File: config.mk
export PLATFORM = sky130hd
export DESIGN_NAME = i2s_rx
export DESIGN_NICKNAME = d
export VERILOG_FILES = /design/src/rtl/i2s_rx.sv
export SDC_FILE = /design/constraint.sdc
export NUM_CORES = 1
export LEC_CHECK = 0
export ABC_AREA = 1
export BUFFER_PORTS_ARGS = -buffer_cell sky130_fd_sc_hd__buf_2
export CAP_MARGIN = 40
export CORE_ASPECT_RATIO = 1.25
export CORE_MARGIN = 5
export CORE_UTILIZATION = 45
export DETAILED_ROUTE_END_ITERATION = 8
export GPL_ROUTABILITY_DRIVEN = 0
export PLACE_DENSITY = 0.74
export SLEW_MARGIN = 20
export SYNTH_ARGS = -nofsm -noshare
export SYNTH_HDL_FRONTEND = slang
export SYNTH_SLANG_ARGS = --single-unit
File: constraint.sdc
create_clock -name clk -period 1.55 [get_ports clk]
set_input_delay 0.2325 -clock clk [delete_from_list [all_inputs] [get_ports clk]]
set_output_delay 0.2325 -clock clk [all_outputs]
set_load 0.02 [all_outputs]
File: src/rtl/i2s_rx.sv
// ---------------------------------------------------------------------------
// i2s_rx : Philips-format I2S receiver
//
// The three serial lines are oversampled on the system clock. Stereo frames
// are deserialised MSB-first, and each completed frame is presented as a
// parallel left/right word pair with a one-cycle valid strobe. clk must run
// at least 4x the BCK frequency.
//
// Optional feature (macro I2S_RX_SLOT_CHECK_EN):
//   When defined, every completed LEFT/RIGHT slot is checked for a length of
//   exactly SLOT_BITS BCK periods. A mismatch pulses slot_err, drops locked
//   and returns the receiver to HUNT. When undefined, slot_err is tied low
//   and any slot length is accepted.
//
// Ports:
//   clk          in   system clock
//   rst          in   synchronous active-high reset
//   i2s_bck      in   serial bit clock (asynchronous)
//   i2s_lrck     in   word select (asynchronous), 0 = left, 1 = right
//   i2s_data     in   serial data (asynchronous)
//   left_data    out  last complete left word, two's complement
//   right_data   out  last complete right word, two's complement
//   sample_valid out  one-clk pulse, left_data/right_data updated this cycle
//   locked       out  high while frames are being received
//   slot_err     out  one-clk pulse on a slot-length mismatch
// ---------------------------------------------------------------------------
module i2s_rx #(
  parameter int DATA_WIDTH = 24,
  parameter int SLOT_BITS  = 32,
  parameter int TIMEOUT    = 1024
) (
  input  logic                  clk,
  input  logic                  rst,
  input  logic                  i2s_bck,
  input  logic                  i2s_lrck,
  input  logic                  i2s_data,
  output logic [DATA_WIDTH-1:0] left_data,
  output logic [DATA_WIDTH-1:0] right_data,
  output logic                  sample_valid,
  output logic                  locked,
  output logic                  slot_err
);

  // Bit counter holds 0 .. SLOT_BITS+1 (saturating).
  localparam int CNT_W = $clog2(SLOT_BITS + 2);
  // Watchdog holds 0 .. TIMEOUT-1.
  localparam int WD_W  = (TIMEOUT > 2) ? $clog2(TIMEOUT) : 1;

  localparam logic [CNT_W-1:0]      CNT_SAT = CNT_W'(SLOT_BITS + 1);
  localparam logic [WD_W-1:0]       WD_LAST = WD_W'(TIMEOUT - 1);
  localparam logic [DATA_WIDTH-1:0] MSB_BIT = DATA_WIDTH'(1) << (DATA_WIDTH - 1);

  typedef enum logic [1:0] {
    ST_HUNT,
    ST_LEFT,
    ST_RIGHT,
    ST_RSKIP
  } state_t;

  // Synchronisers (stage p0)
  logic r_bck_s1, r_bck_s2, r_bck_h;
  logic r_lrck_s1, r_lrck_s2;
  logic r_data_s1, r_data_s2;

  // Registered rise event with its sampled lines (stage p1)
  logic r_rise_p1;
  logic r_lrck_p1;
  logic r_data_p1;

  // Deserialiser / FSM state (stage p2)
  state_t                r_state;
  logic                  r_lrck_prev;
  logic [CNT_W-1:0]      r_cnt;
  logic [WD_W-1:0]       r_wd;
  logic [DATA_WIDTH-1:0] r_shift;
  logic [DATA_WIDTH-1:0] r_shadow;
  logic [DATA_WIDTH-1:0] r_left;
  logic [DATA_WIDTH-1:0] r_right;
  logic                  r_valid;
  logic                  r_locked;

  logic                  w_rise;
  logic                  w_change;
  logic                  w_slot_bad;
  logic [DATA_WIDTH-1:0] w_bit_mask;

  // ---- stage p0: two-flop synchronisers plus BCK history ----
  always_ff @(posedge clk) begin
    if (rst) begin
      r_bck_s1  <= 1'b0;
      r_bck_s2  <= 1'b0;
      r_bck_h   <= 1'b0;
      r_lrck_s1 <= 1'b0;
      r_lrck_s2 <= 1'b0;
      r_data_s1 <= 1'b0;
      r_data_s2 <= 1'b0;
    end else begin
      r_bck_s1  <= i2s_bck;
      r_bck_s2  <= r_bck_s1;
      r_bck_h   <= r_bck_s2;
      r_lrck_s1 <= i2s_lrck;
      r_lrck_s2 <= r_lrck_s1;
      r_data_s1 <= i2s_data;
      r_data_s2 <= r_data_s1;
    end
  end

  assign w_rise = r_bck_s2 & ~r_bck_h;

  // ---- stage p1: capture lrck/data alongside the rise event ----
  always_ff @(posedge clk) begin
    if (rst) begin
      r_rise_p1 <= 1'b0;
      r_lrck_p1 <= 1'b0;
      r_data_p1 <= 1'b0;
    end else begin
      r_rise_p1 <= w_rise;
      r_lrck_p1 <= r_lrck_s2;
      r_data_p1 <= r_data_s2;
    end
  end

  // A word-select edge seen at this rise: the bit on this rise is the LSB
  // slot position of the outgoing channel and is discarded.
  assign w_change = r_rise_p1 & (r_lrck_p1 != r_lrck_prev);

  // Walking mask places bit r_cnt MSB-first; it shifts out to zero once
  // r_cnt reaches DATA_WIDTH, so surplus slot bits are ignored for free.
  assign w_bit_mask = MSB_BIT >> r_cnt;

`ifdef I2S_RX_SLOT_CHECK_EN
  // Only slots that began on a real, observed lrck edge are measured; the
  // slot before HUNT resolves and the skipped right slot are of unknown start.
  // The finished slot length counts the LSB position, hence r_cnt + 1.
  assign w_slot_bad = w_change &&
                      ((r_state == ST_LEFT) || (r_state == ST_RIGHT)) &&
                      ((32'(r_cnt) + 32'd1) != 32'(SLOT_BITS));
`else
  assign w_slot_bad = 1'b0;
`endif

  // ---- stage p2: deserialiser, frame FSM and watchdog ----
  always_ff @(posedge clk) begin
    if (rst) begin
      r_state     <= ST_HUNT;
      r_lrck_prev <= 1'b0;
      r_cnt       <= '0;
      r_wd        <= '0;
      r_shift     <= '0;
      r_shadow    <= '0;
      r_left      <= '0;
      r_right     <= '0;
      r_valid     <= 1'b0;
      r_locked    <= 1'b0;
    end else begin
      r_valid <= 1'b0;
      if (r_rise_p1) begin
        // A rise always beats a coincident watchdog expiry.
        r_wd        <= '0;
        r_lrck_prev <= r_lrck_p1;
        if (w_change) begin
          r_cnt   <= '0;
          r_shift <= '0;
          if (w_slot_bad) begin
            r_state  <= ST_HUNT;
            r_locked <= 1'b0;
          end else begin
            case (r_state)
              ST_HUNT:  r_state <= r_lrck_p1 ? ST_RSKIP : ST_LEFT;
              ST_LEFT: begin
                r_shadow <= r_shift;
                r_state  <= ST_RIGHT;
              end
              ST_RIGHT: begin
                // Both words published together so they always pair up.
                r_left   <= r_shadow;
                r_right  <= r_shift;
                r_valid  <= 1'b1;
                r_locked <= 1'b1;
                r_state  <= ST_LEFT;
              end
              ST_RSKIP: r_state <= ST_LEFT;
              default:  r_state <= ST_HUNT;
            endcase
          end
        end else begin
          r_shift <= r_shift | (w_bit_mask & {DATA_WIDTH{r_data_p1}});
          if (r_cnt != CNT_SAT) begin
            r_cnt <= r_cnt + 1'b1;
          end
        end
      end else if (r_wd == WD_LAST) begin
        // Link lost: drop any partial frame, keep the published words.
        r_state  <= ST_HUNT;
        r_locked <= 1'b0;
        r_cnt    <= '0;
        r_shift  <= '0;
      end else begin
        r_wd <= r_wd + 1'b1;
      end
    end
  end

`ifdef I2S_RX_SLOT_CHECK_EN
  logic r_slot_err;

  // Pulse lines up with the cycle a good slot would have been committed.
  always_ff @(posedge clk) begin
    if (rst) begin
      r_slot_err <= 1'b0;
    end else begin
      r_slot_err <= w_slot_bad;
    end
  end

  assign slot_err = r_slot_err;
`else
  assign slot_err = 1'b0;
`endif

  assign left_data    = r_left;
  assign right_data   = r_right;
  assign sample_valid = r_valid;
  assign locked       = r_locked;

endmodule

==> results of run 1 <==
## placed cells by master (no fill, tap or decap), drive strengths merged
| cell type | netlist | layout |
|---|---|---|
| xor2 | 1 | 1 |
| nand2 | 52 | 52 |
| nor3 | 2 | 2 |
| dfxtp | 127 | 127 |
| nand3 | 25 | 25 |
| clkbuf | 9 | 21 |
| conb | 1 | 1 |
| ha | 7 | 7 |
| a31oi | 1 | 1 |
| nand3b | 2 | 2 |
| xnor2 | 1 | 1 |
| inv | 67 | 68 |
| o2111ai | 1 | 1 |
| clkinv | 0 | 6 |
| buf | 23 | 73 |
| bufinv | 0 | 5 |
| nand4 | 5 | 5 |
| clkinvlp | 0 | 1 |
| a21oi | 81 | 81 |
| nor2 | 118 | 118 |
| o21ai | 81 | 81 |
## how the worst min path moves through the flow
stage                     end  slack (ns)  cells past startpoint
floorplan            r_cnt[3]        0.30                      1
global placement    r_rise_p1        0.38                      1
detailed placement  r_rise_p1        0.38                      1
CTS                 r_data_s1       0.006                      3
global route        r_lrck_s1        0.01                      3
finish              r_data_s1        0.01                      3
## cells by family (layout without fill, tap and decap cells)
| family | after synthesis | after routing | share of synthesized area [%] |
|---|---|---|---|
| AND/OR/NAND/NOR | 204 | 204 | 18.8 |
| flip-flops | 127 | 127 | 52.4 |
| adder cells (fa/ha/maj) | 7 | 7 | 1.80 |
| buffers and inverters | 99 | 174 | 9.10 |
| other | 1 | 1 | 0.0772 |
| XOR/XNOR | 2 | 2 | 0.361 |
| AO/OA/AOI/OAI | 164 | 164 | 17.5 |
## routing by layer
layer / up-vias / GRT usage, %
li1: 2073 / -
met1: 1863 / 20.6
met2: 109 / 29.0
met3: 23 / 5.81
met4: 0 / 7.62
met5: - / 0
## registers in the layout, indices dropped and copies added, names as in the netlist, 2 cells and up
register,flops
left_data,24
r_cnt,6
r_shadow,24
r_shift,24
r_state,2
r_wd,10
right_data,24
## tightest hold or removal path, stage by stage
cell and delay (ns):
buf_2 0.07, inv_1 0.03, nor2_1 0.06
## stage by stage
step	setup slack, ns	power, mW	hold WS [ns]	instance area (µm²)
after floorplan	0.106	3.50	0.302	4860
after CTS	0.0449	7.89	0.00647	5950
after global placement	0.124	3.55	0.376	5300
after global routing	-0.0196	8.10	0.0113	6040
final	0.0613	7.86	0.0145	6040
after detailed placement	0.0558	3.56	0.382	5300
## what timing repair did
item | CTS | global route
resized for setup | 0 | 10
hold buffers | 0 | 0
endpoints found under the setup margin | 0 | 48
## cell type report
cell class                 count  area [µm²]
fill                         901        4520
sequential                   127        2540
multi-input combinational    378        1910
timing repair buffer          75         513
clock buffer                  19         443
inverter                      67         259
clock inverter                13         211
tap                          132         165
## synth_stat cells
| library cell | number |
|---|---|
| dfxtp_1 | 127 |
| nor2_1 | 109 |
| o21ai_0 | 81 |
| a21oi_1 | 75 |
| inv_1 | 63 |
| nand2_1 | 46 |
| nand3_1 | 23 |
| buf_2 | 13 |
| clkbuf_1 | 9 |
| buf_4 | 7 |
| ha_1 | 7 |
| nor2_2 | 7 |
| a21oi_2 | 6 |
| nand4_1 | 5 |
| nand2_4 | 4 |
| buf_6 | 3 |
| inv_2 | 2 |
| inv_4 | 2 |
| nand2_2 | 2 |
| nand3_2 | 2 |
| nand3b_1 | 2 |
| nor2_8 | 2 |
| nor3_1 | 2 |
| a31oi_1 | 1 |
| conb_1 | 1 |
| o2111ai_1 | 1 |
| xnor2_1 | 1 |
| xor2_1 | 1 |
## report_power, final
| group | internal (mW) | total, mW | switching (mW) |
|---|---|---|---|
| Combinational | 0.0777 | 0.204 | 0.126 |
| Clock | 2.90 | 4.35 | 1.45 |
| Sequential | 3.29 | 3.30 | 0.0151 |
| Total | 6.27 | 7.86 | 1.59 |
==> qor.csv, run 1 <==
stage,metric,value,unit
floorplan,start_util,46.0,%
global_routing,grt_overflow,0,
worst_setup_path,r2r_start,r_wd[0],
yosys,seq_area_frac_synth,52.4,%
sta,finalSetupViolCount,0,
sta,final-max-slew-violation-count,0,
route,drt_iter0_markers,276,
yosys,ys_ff_latch,127,
yosys,ys_types,28,
power_and_ir_drop,power.density,1300,nW/µm²
sta,hold_violations,0,
cts,clock_sinks,127,
cells_and_area,drive_above_1_share,20.3,%
worst_setup_path,endpoint,r_shift[12],
yosys,synth.cell_area,4860,µm²
global_routing,antenna_found_initial,0,
cells_and_area,nNetsFinal,678,
yosys,synth_warnings,0,
place,dpl.cell_count,777,
worst_setup_path,rrSetupSlack,0.06,ns
yosys,syn_inst,604,
route,routed_wl,11100,µm
worst_setup_path,worst-path-stages,8,
route,ant_nets,0,
cts,post-cts-setup-buffer-count,0,
floorplan,coreArea,10600,µm²
floorplan,rows,42,
min_path,min_path_type,in -> reg,
cts,numCtsBuffers,17,
cells_and_area,areaGrowthSynthToFinish,24.4,%
worst_setup_path,reg2reg_to,r_shift[12],
worst_setup_path,cp_data_arrival_time,1.83,ns
floorplan,fp.dieH,126,µm
place,port_buffers,54,
route,top_layer_used,met4,
worst_setup_path,critical_path_class,reg -> reg,
route,dr_wl_met3,653,µm
cts,path_clk_slew,0.06,ns
worst_setup_path,critPathLaunch,r_wd[0],
floorplan,dieArea,13000,µm²
worst_setup_path,worst_r2r_path_depth,8,
power_and_ir_drop,p_leak,2.70,nW
route,firstDrtPassIters,5,
route,drc,0,
global_routing,grt_first_pass_wirelength,18300,µm
worst_setup_path,critPathMaxFanout,11,
yosys,syn_area_per_cell,8.04,µm²
worst_setup_path,start_kind,flop,
worst_setup_path,cp_cell_sequence,"ha_2, nand2_2, nor2_4, nand3_4, nand2_4, buf_4, nand3_1, a21oi_2",
cells_and_area,instances_no_fill,811,
route,wl_met1,4570,µm
yosys,synth_nets,616,
route,wl_per_cell,13.7,µm
worst_setup_path,path_buf_inv,1,
worst_setup_path,cp.required,1.89,ns
route,met2_wirelength,5670,µm
sta,rsz0062_at_grt,yes,
cts,cts_root_buffer,clkbuf_16,
yosys,synth_area_leaders,"dfxtp_1 (52%), nor2_1 (8.4%), o21ai_0 (8.3%)",
flow_run,cap_violations,0,
global_routing,grtUsageTotal,17.6,%
floorplan,die_x,103,µm
route,viasPerCell,5.02,
route,vias,4068,
cts,h-tree-depth,4,
run_status,run_status,"complete, no violations",
min_path,hold_path.startpoint,i2s_data,
cells_and_area,num_antenna_cells,0,
sta,max_freq,672,MHz
worst_setup_path,crit_slowest_cell,dfxtp_1,
place,dp_hpwl,6990,µm
sta,tns,0,ns
global_routing,grt_max_degree,65,
worst_setup_path,crit_path_max_incr_delay,0.34,ns
sta,layout_worst_path_cycle_share,96.0,%
cells_and_area,post-route-util,57.2,%
global_routing,grt_pass1_vias,4026,
sta,skew,0.00925,ns
yosys,yosysTopAreaCell,dfxtp_1,
cts,worstSkewPairLatency,0.42,ns
power_and_ir_drop,ir_drop,0.742,mV
cts,max-clock-path-buffers,2,
yosys,yosys.area.top_type_share,52.4,%
worst_setup_path,critical_path.top_delay_family,simple AND/OR/NAND/NOR gates,
floorplan,pin_count,56,
cts,cts_tree,yes,
worst_setup_path,cp-end-kind,flop,
sta,timing.final.crit_period,1.49,ns
Note: power is estimated with default switching activity, not from simulation.
==> run 2, diff against run 1 <==
CTS_CLUSTER_DIAMETER = 80   (was default)
PLACE_DENSITY = 0.71   (was 0.74)
SKIP_LAST_GASP = 1   (was default)
clock period = 1.59 ns   (was 1.55 ns; I/O delays follow)
==> qor.csv, run 2 (synthesis gave the netlist of run 1 again) <==
stage,metric,value,unit
run_status,run_status,"complete, no violations",
route,drt_iter0_markers,334,
worst_setup_path,reg2reg_to,r_shift[12],
worst_setup_path,worst-path-stages,8,
min_path,holdPathStages,3,
cts,max-clock-path-buffers,2,
min_path,hold_path_end,r_data_s1,
cells_and_area,final_common_cell,dfxtp_1,
worst_setup_path,cp_data_arrival_time,1.84,ns
cells_and_area,drive_above_1_share,18.9,%
worst_setup_path,start_kind,flop,
power_and_ir_drop,p_leak,2.64,nW
worst_setup_path,worst_r2r_path_depth,8,
cts,h-tree-depth,4,
cells_and_area,areaGrowthSynthToFinish,21.4,%
route,ant_nets,0,
route,drc,0,
floorplan,coreArea,10600,µm²
sta,rsz0062_at_grt,yes,
sta,max_freq,665,MHz
worst_setup_path,rrSetupSlack,0.09,ns
cells_and_area,nNetsFinal,674,
worst_setup_path,critPathMaxFanout,19,
sta,finalSetupViolCount,0,
route,firstDrtPassIters,8,
worst_setup_path,cp-end-kind,flop,
cells_and_area,num_antenna_cells,0,
worst_setup_path,critical_path.top_delay_family,simple AND/OR/NAND/NOR gates,
min_path,hold_path.startpoint,i2s_data,
min_path,min_path_type,in -> reg,
global_routing,grt_max_degree,58,
power_and_ir_drop,ir_drop,0.764,mV
place,dp_hpwl,6960,µm
sta,final-max-slew-violation-count,0,
worst_setup_path,critical_path_class,reg -> reg,
cts,cts_tree,yes,
cts,worstSkewPairLatency,0.41,ns
worst_setup_path,crit_path_max_incr_delay,0.35,ns
flow_run,cap_violations,0,
place,port_buffers,54,
floorplan,dieArea,13000,µm²
route,viasPerCell,5.11,
floorplan,fp.dieH,126,µm
power_and_ir_drop,power.density,1190,nW/µm²
route,routed_wl,10600,µm
route,vias,4112,
sta,timing.final.crit_period,1.50,ns
place,post-place-ws,-0.0187,ns
cts,numCtsBuffers,17,
cts,cts_root_buffer,clkbuf_16,
global_routing,grt_first_pass_wirelength,17800,µm
cts,path_clk_slew,0.05,ns
floorplan,rows,42,
route,wl_per_cell,13.2,µm
global_routing,grtUsageTotal,16.8,%
worst_setup_path,path_buf_inv,1,
floorplan,die_x,103,µm
sta,hold_violations,0,
sta,skew,0.0103,ns
cells_and_area,fillers,935,
worst_setup_path,r2r_start,r_wd[1],
global_routing,grt_pass1_vias,3924,
cells_and_area,layout_common_cells,"dfxtp_1 (125), nor2_1 (109), o21ai_0 (81)",
cells_and_area,post-route-util,55.8,%
global_routing,grt_overflow,0,
floorplan,start_util,46.0,%
worst_setup_path,cp.required,1.93,ns
worst_setup_path,cp_cell_sequence,"ha_1, nand2_1, nor2_4, nand3_2, nand2_4, buf_8, nand3_1, a21oi_2",
sta,setup_slack,0.0872,ns
floorplan,pin_count,56,
worst_setup_path,crit_slowest_cell,dfxtp_2,
sta,layout_worst_path_cycle_share,94.5,%
global_routing,antenna_found_initial,0,
cts,clock_sinks,127,
run 2: changes by cell type in the layout (fill, tap and decap cells not counted), moves of 2 or more:
| cell | previous run | this run |
|---|---|---|
| clkinv_4 | 4 | 0 |
| ha_2 | 2 | 0 |
| clkbuf_1 | 1 | 4 |
| bufinv_16 | 5 | 2 |
| ha_1 | 5 | 7 |
| clkinv_2 | 2 | 4 |
| buf_4 | 15 | 10 |
run 2: area by class of cell:
| class | count | area [µm²] | share of cell area [%] |
|---|---|---|---|
| Clock buffer | 23 | 468 | 7.94 |
| Sequential cell | 127 | 2540 | 43.2 |
| Tap cell | 132 | 165 | 2.80 |
| Clock inverter | 7 | 87.6 | 1.49 |
| Multi-Input combinational cell | 378 | 1890 | 32.0 |
| Timing Repair Buffer | 71 | 482 | 8.17 |
| Inverter | 67 | 262 | 4.44 |
run 2: timing repair:
action	in CTS	in global routing
buffers inserted	0	2
endpoints found under the setup margin	15	64
resized for setup	2	8
gates cloned	0	2
hold buffers	0	0
pin swaps	0	2
endpoints found under the hold margin	0	0
run 2: routing by layer:
layer | up-vias | track usage, % | share of wire, %
met2 | 130 | 26.7 | 48
met1 | 1894 | 21.3 | 44
met3 | 26 | 3.48 | 5.2
met4 | 0 | 8.23 | 2.6
met5 | - | 0 | 0
li1 | 2062 | - | -
run 2: where the power goes:
part	internal [mW]	switching [mW]	total (mW)
clock network	2.36	1.28	3.64
logic	0.0539	0.112	0.166
registers	3.21	0.0160	3.23
total	5.62	1.41	7.03
run 2: how the worst max path moves through the flow:
stage	to	start	slack, ns
2_1_floorplan	r_shift[0]	r_wd[0]	0.15
3_3_place_gp	r_shift[15]	r_wd[1]	0.06
3_5_place_dp	r_state[0]	r_wd[1]	-0.02
4_1_cts	r_shift[10]	r_wd[1]	0.04
5_1_grt	r_shift[10]	r_wd[1]	-0.03
6_report	r_shift[12]	r_wd[1]	0.09
run 2: worst min-delay path: cells and delay by family:
family	cells	cell delay (ns)
simple gates	1	0.06
buf+inv	2	0.10
run 2: metrics by stage:
step	hold slack [ns]	std cells	power, mW	setup TNS (ns)	cell area, µm²
after CTS	0.0197	801	7.08	0	5810
final	0.0346	805	7.03	0	5890
after global placement	0.376	771	3.44	0	5240
after floorplan	0.308	604	3.41	0	4860
after global routing	0.0346	805	7.24	-0.162	5890
after detailed placement	0.384	771	3.45	-0.0418	5240
==> run 3, diff against run 2 <==
==> constraint.sdc (replaced) <==
create_clock -name clk -period 1.59 [get_ports clk]
set_input_delay 0.318 -clock clk [delete_from_list [all_inputs] [get_ports clk]]
set_output_delay 0.318 -clock clk [all_outputs]
set_load 0.02 [all_outputs]
==> qor.csv, run 3 (synthesis gave the netlist of run 1 again) <==
stage,metric,value,unit
run_status,run_status,"complete, no violations",
worst_setup_path,crit_slowest_cell,dfxtp_2,
cts,worstSkewPairLatency,0.41,ns
global_routing,grt_first_pass_wirelength,17200,µm
place,post-place-ws,-0.0231,ns
min_path,min_path_type,in -> reg,
flow_run,cap_violations,0,
route,wl_per_cell,12.9,µm
floorplan,die_x,103,µm
cells_and_area,nNetsFinal,678,
sta,fin_hold_ws,0.114,ns
route,ant_nets,0,
power_and_ir_drop,share_comb_of_total_power,2.3,%
route,vias,4022,
sta,skew,0.0155,ns
sta,final-max-slew-violation-count,0,
cts,cts_root_buffer,clkbuf_16,
floorplan,start_util,46.0,%
worst_setup_path,cp-end-kind,flop,
cts,path_clk_slew,0.05,ns
global_routing,antenna_found_initial,0,
floorplan,dieArea,13000,µm²
worst_setup_path,endpoint,r_shift[0],
cells_and_area,fillers,933,
worst_setup_path,critPathMaxFanout,13,
worst_setup_path,cp_data_arrival_time,1.81,ns
route,firstDrtPassIters,6,
sta,rsz0062_at_grt,yes,
floorplan,fp.dieH,126,µm
worst_setup_path,worst_r2r_path_depth,8,
power_and_ir_drop,ir_drop,0.700,mV
cells_and_area,post-route-util,56.4,%
cells_and_area,drive_above_1_share,19.9,%
worst_setup_path,crit_path_max_incr_delay,0.35,ns
sta,finalSetupViolCount,0,
route,routed_wl,10500,µm
route,viasPerCell,4.96,
cts,cts_tree,yes,
power_and_ir_drop,power.share.switching,20.5,%
global_routing,grt_max_degree,49,
floorplan,coreArea,10600,µm²
worst_setup_path,critPathLaunch,r_wd[1],
worst_setup_path,cp_cell_sequence,"ha_1, nand2_1, nor2_2, nand3_2, nand2_4, nand2_4, nand2_4, nor2_2",
power_and_ir_drop,p_leak,2.67,nW
sta,timing.final.crit_period,1.52,ns
sta,hold_violations,0,
cts,max-clock-path-buffers,2,
sta,layout_worst_path_cycle_share,95.8,%
cts,h-tree-depth,4,
worst_setup_path,start_kind,flop,
route,drt_iter0_markers,271,
worst_setup_path,path_common_cell,nand2_4,
power_and_ir_drop,p_int,5.86,mW
route,drc,0,
worst_setup_path,rrSetupSlack,0.07,ns
cells_and_area,final_common_cell,dfxtp_1,
cells_and_area,seqCellArea,2540,µm²
place,dp_hpwl,6830,µm
cells_and_area,layout_common_cells,"dfxtp_1 (126), nor2_1 (109), o21ai_0 (81)",
power_and_ir_drop,p_total,7.38,mW
cts,numCtsBuffers,17,
power_and_ir_drop,p_clk_share,54.1,%
worst_setup_path,critical_path_class,reg -> reg,
worst_setup_path,reg2reg_to,r_shift[0],
power_and_ir_drop,power.density,1240,nW/µm²
cells_and_area,areaGrowthSynthToFinish,22.6,%
floorplan,pin_count,56,
worst_setup_path,r2r_start,r_wd[1],
global_routing,grt_pass1_vias,3749,
worst_setup_path,cp.required,1.88,ns
sta,max_freq,656,MHz
sta,setup_slack,0.0668,ns
power_and_ir_drop,seq_power_share,43.7,%
global_routing,grt_overflow,0,
floorplan,rows,42,
cells_and_area,num_antenna_cells,0,
power_and_ir_drop,p_switching,1.51,mW
place,port_buffers,54,
global_routing,grtUsageTotal,16.4,%
cts,clock_sinks,127,
cells_and_area,multi_input_comb_area,1890,µm²
-- run 3: changes by cell type in the layout (fill, tap and decap cells not counted), sizes merged --
cell      change
clkinv        -2
bufinv        +1
clkinvlp      +2
buf           +5
nand2         +1
clkbuf        -4
inv           +3
-- run 3: stage by stage --
stage | cells | TNS (ns) | cell area (µm²)
final | 811 | 0 | 5950
after global placement | 772 | 0 | 5250
after CTS | 804 | 0 | 5880
after global routing | 811 | -0.507 | 5950
after floorplan | 604 | 0 | 4860
after detailed placement | 772 | -0.0313 | 5250
-- run 3: cell type report --
cell class                 count  share of cell area [%]
sequential                   127                    42.7
multi-input combinational    379                    31.8
clock buffer                  21                    7.90
timing repair buffer          74                    7.90
inverter                      67                    4.35
tap                          132                    2.77
clock inverter                11                    2.56
-- run 3: power by group through the flow --
stage	registers [mW]	logic, mW	clock network, mW
after floorplan	3.29	0.124	0
after global placement	3.29	0.154	0
after detailed placement	3.29	0.158	0
after CTS	3.22	0.161	4.07
after global routing	3.22	0.188	4.20
final	3.22	0.167	3.99
-- run 3: metal layers --
metal | wire length [µm] | vias up | GRT usage, %
li1 | - | 2081 | -
met1 | 4700 | 1835 | 20.6
met2 | 5110 | 92 | 26.3
met3 | 500 | 14 | 4.59
met4 | 161 | 0 | 6.33
met5 | 0 | - | 0
-- run 3: worst min-delay path by stage --
| stage | startpoint | to | slack, ns | cells past startpoint |
|---|---|---|---|---|
| global placement | r_bck_h | r_rise_p1 | 0.38 | 1 |
| floorplan | r_bck_h | r_rise_p1 | 0.37 | 1 |
| detailed placement | r_bck_h | r_rise_p1 | 0.38 | 1 |
| CTS | i2s_lrck | r_lrck_s1 | 0.1 | 3 |
| finish | i2s_lrck | r_lrck_s1 | 0.11 | 3 |
| global route | i2s_data | r_data_s1 | 0.11 | 3 |
-- run 3: timing repair --
action	CTS	global route
endpoints found under the setup margin	7	60
pin swaps	0	4
resized for setup	2	5
buffers inserted	0	6
hold buffers	0	0
cloned	0	1
-- run 3: worst max-delay path, delay by kind of cell (launching register included) --
family        cells  cell delay [ns]
simple gates      7             0.89
fa+ha+maj         1             0.16
flops             1             0.35
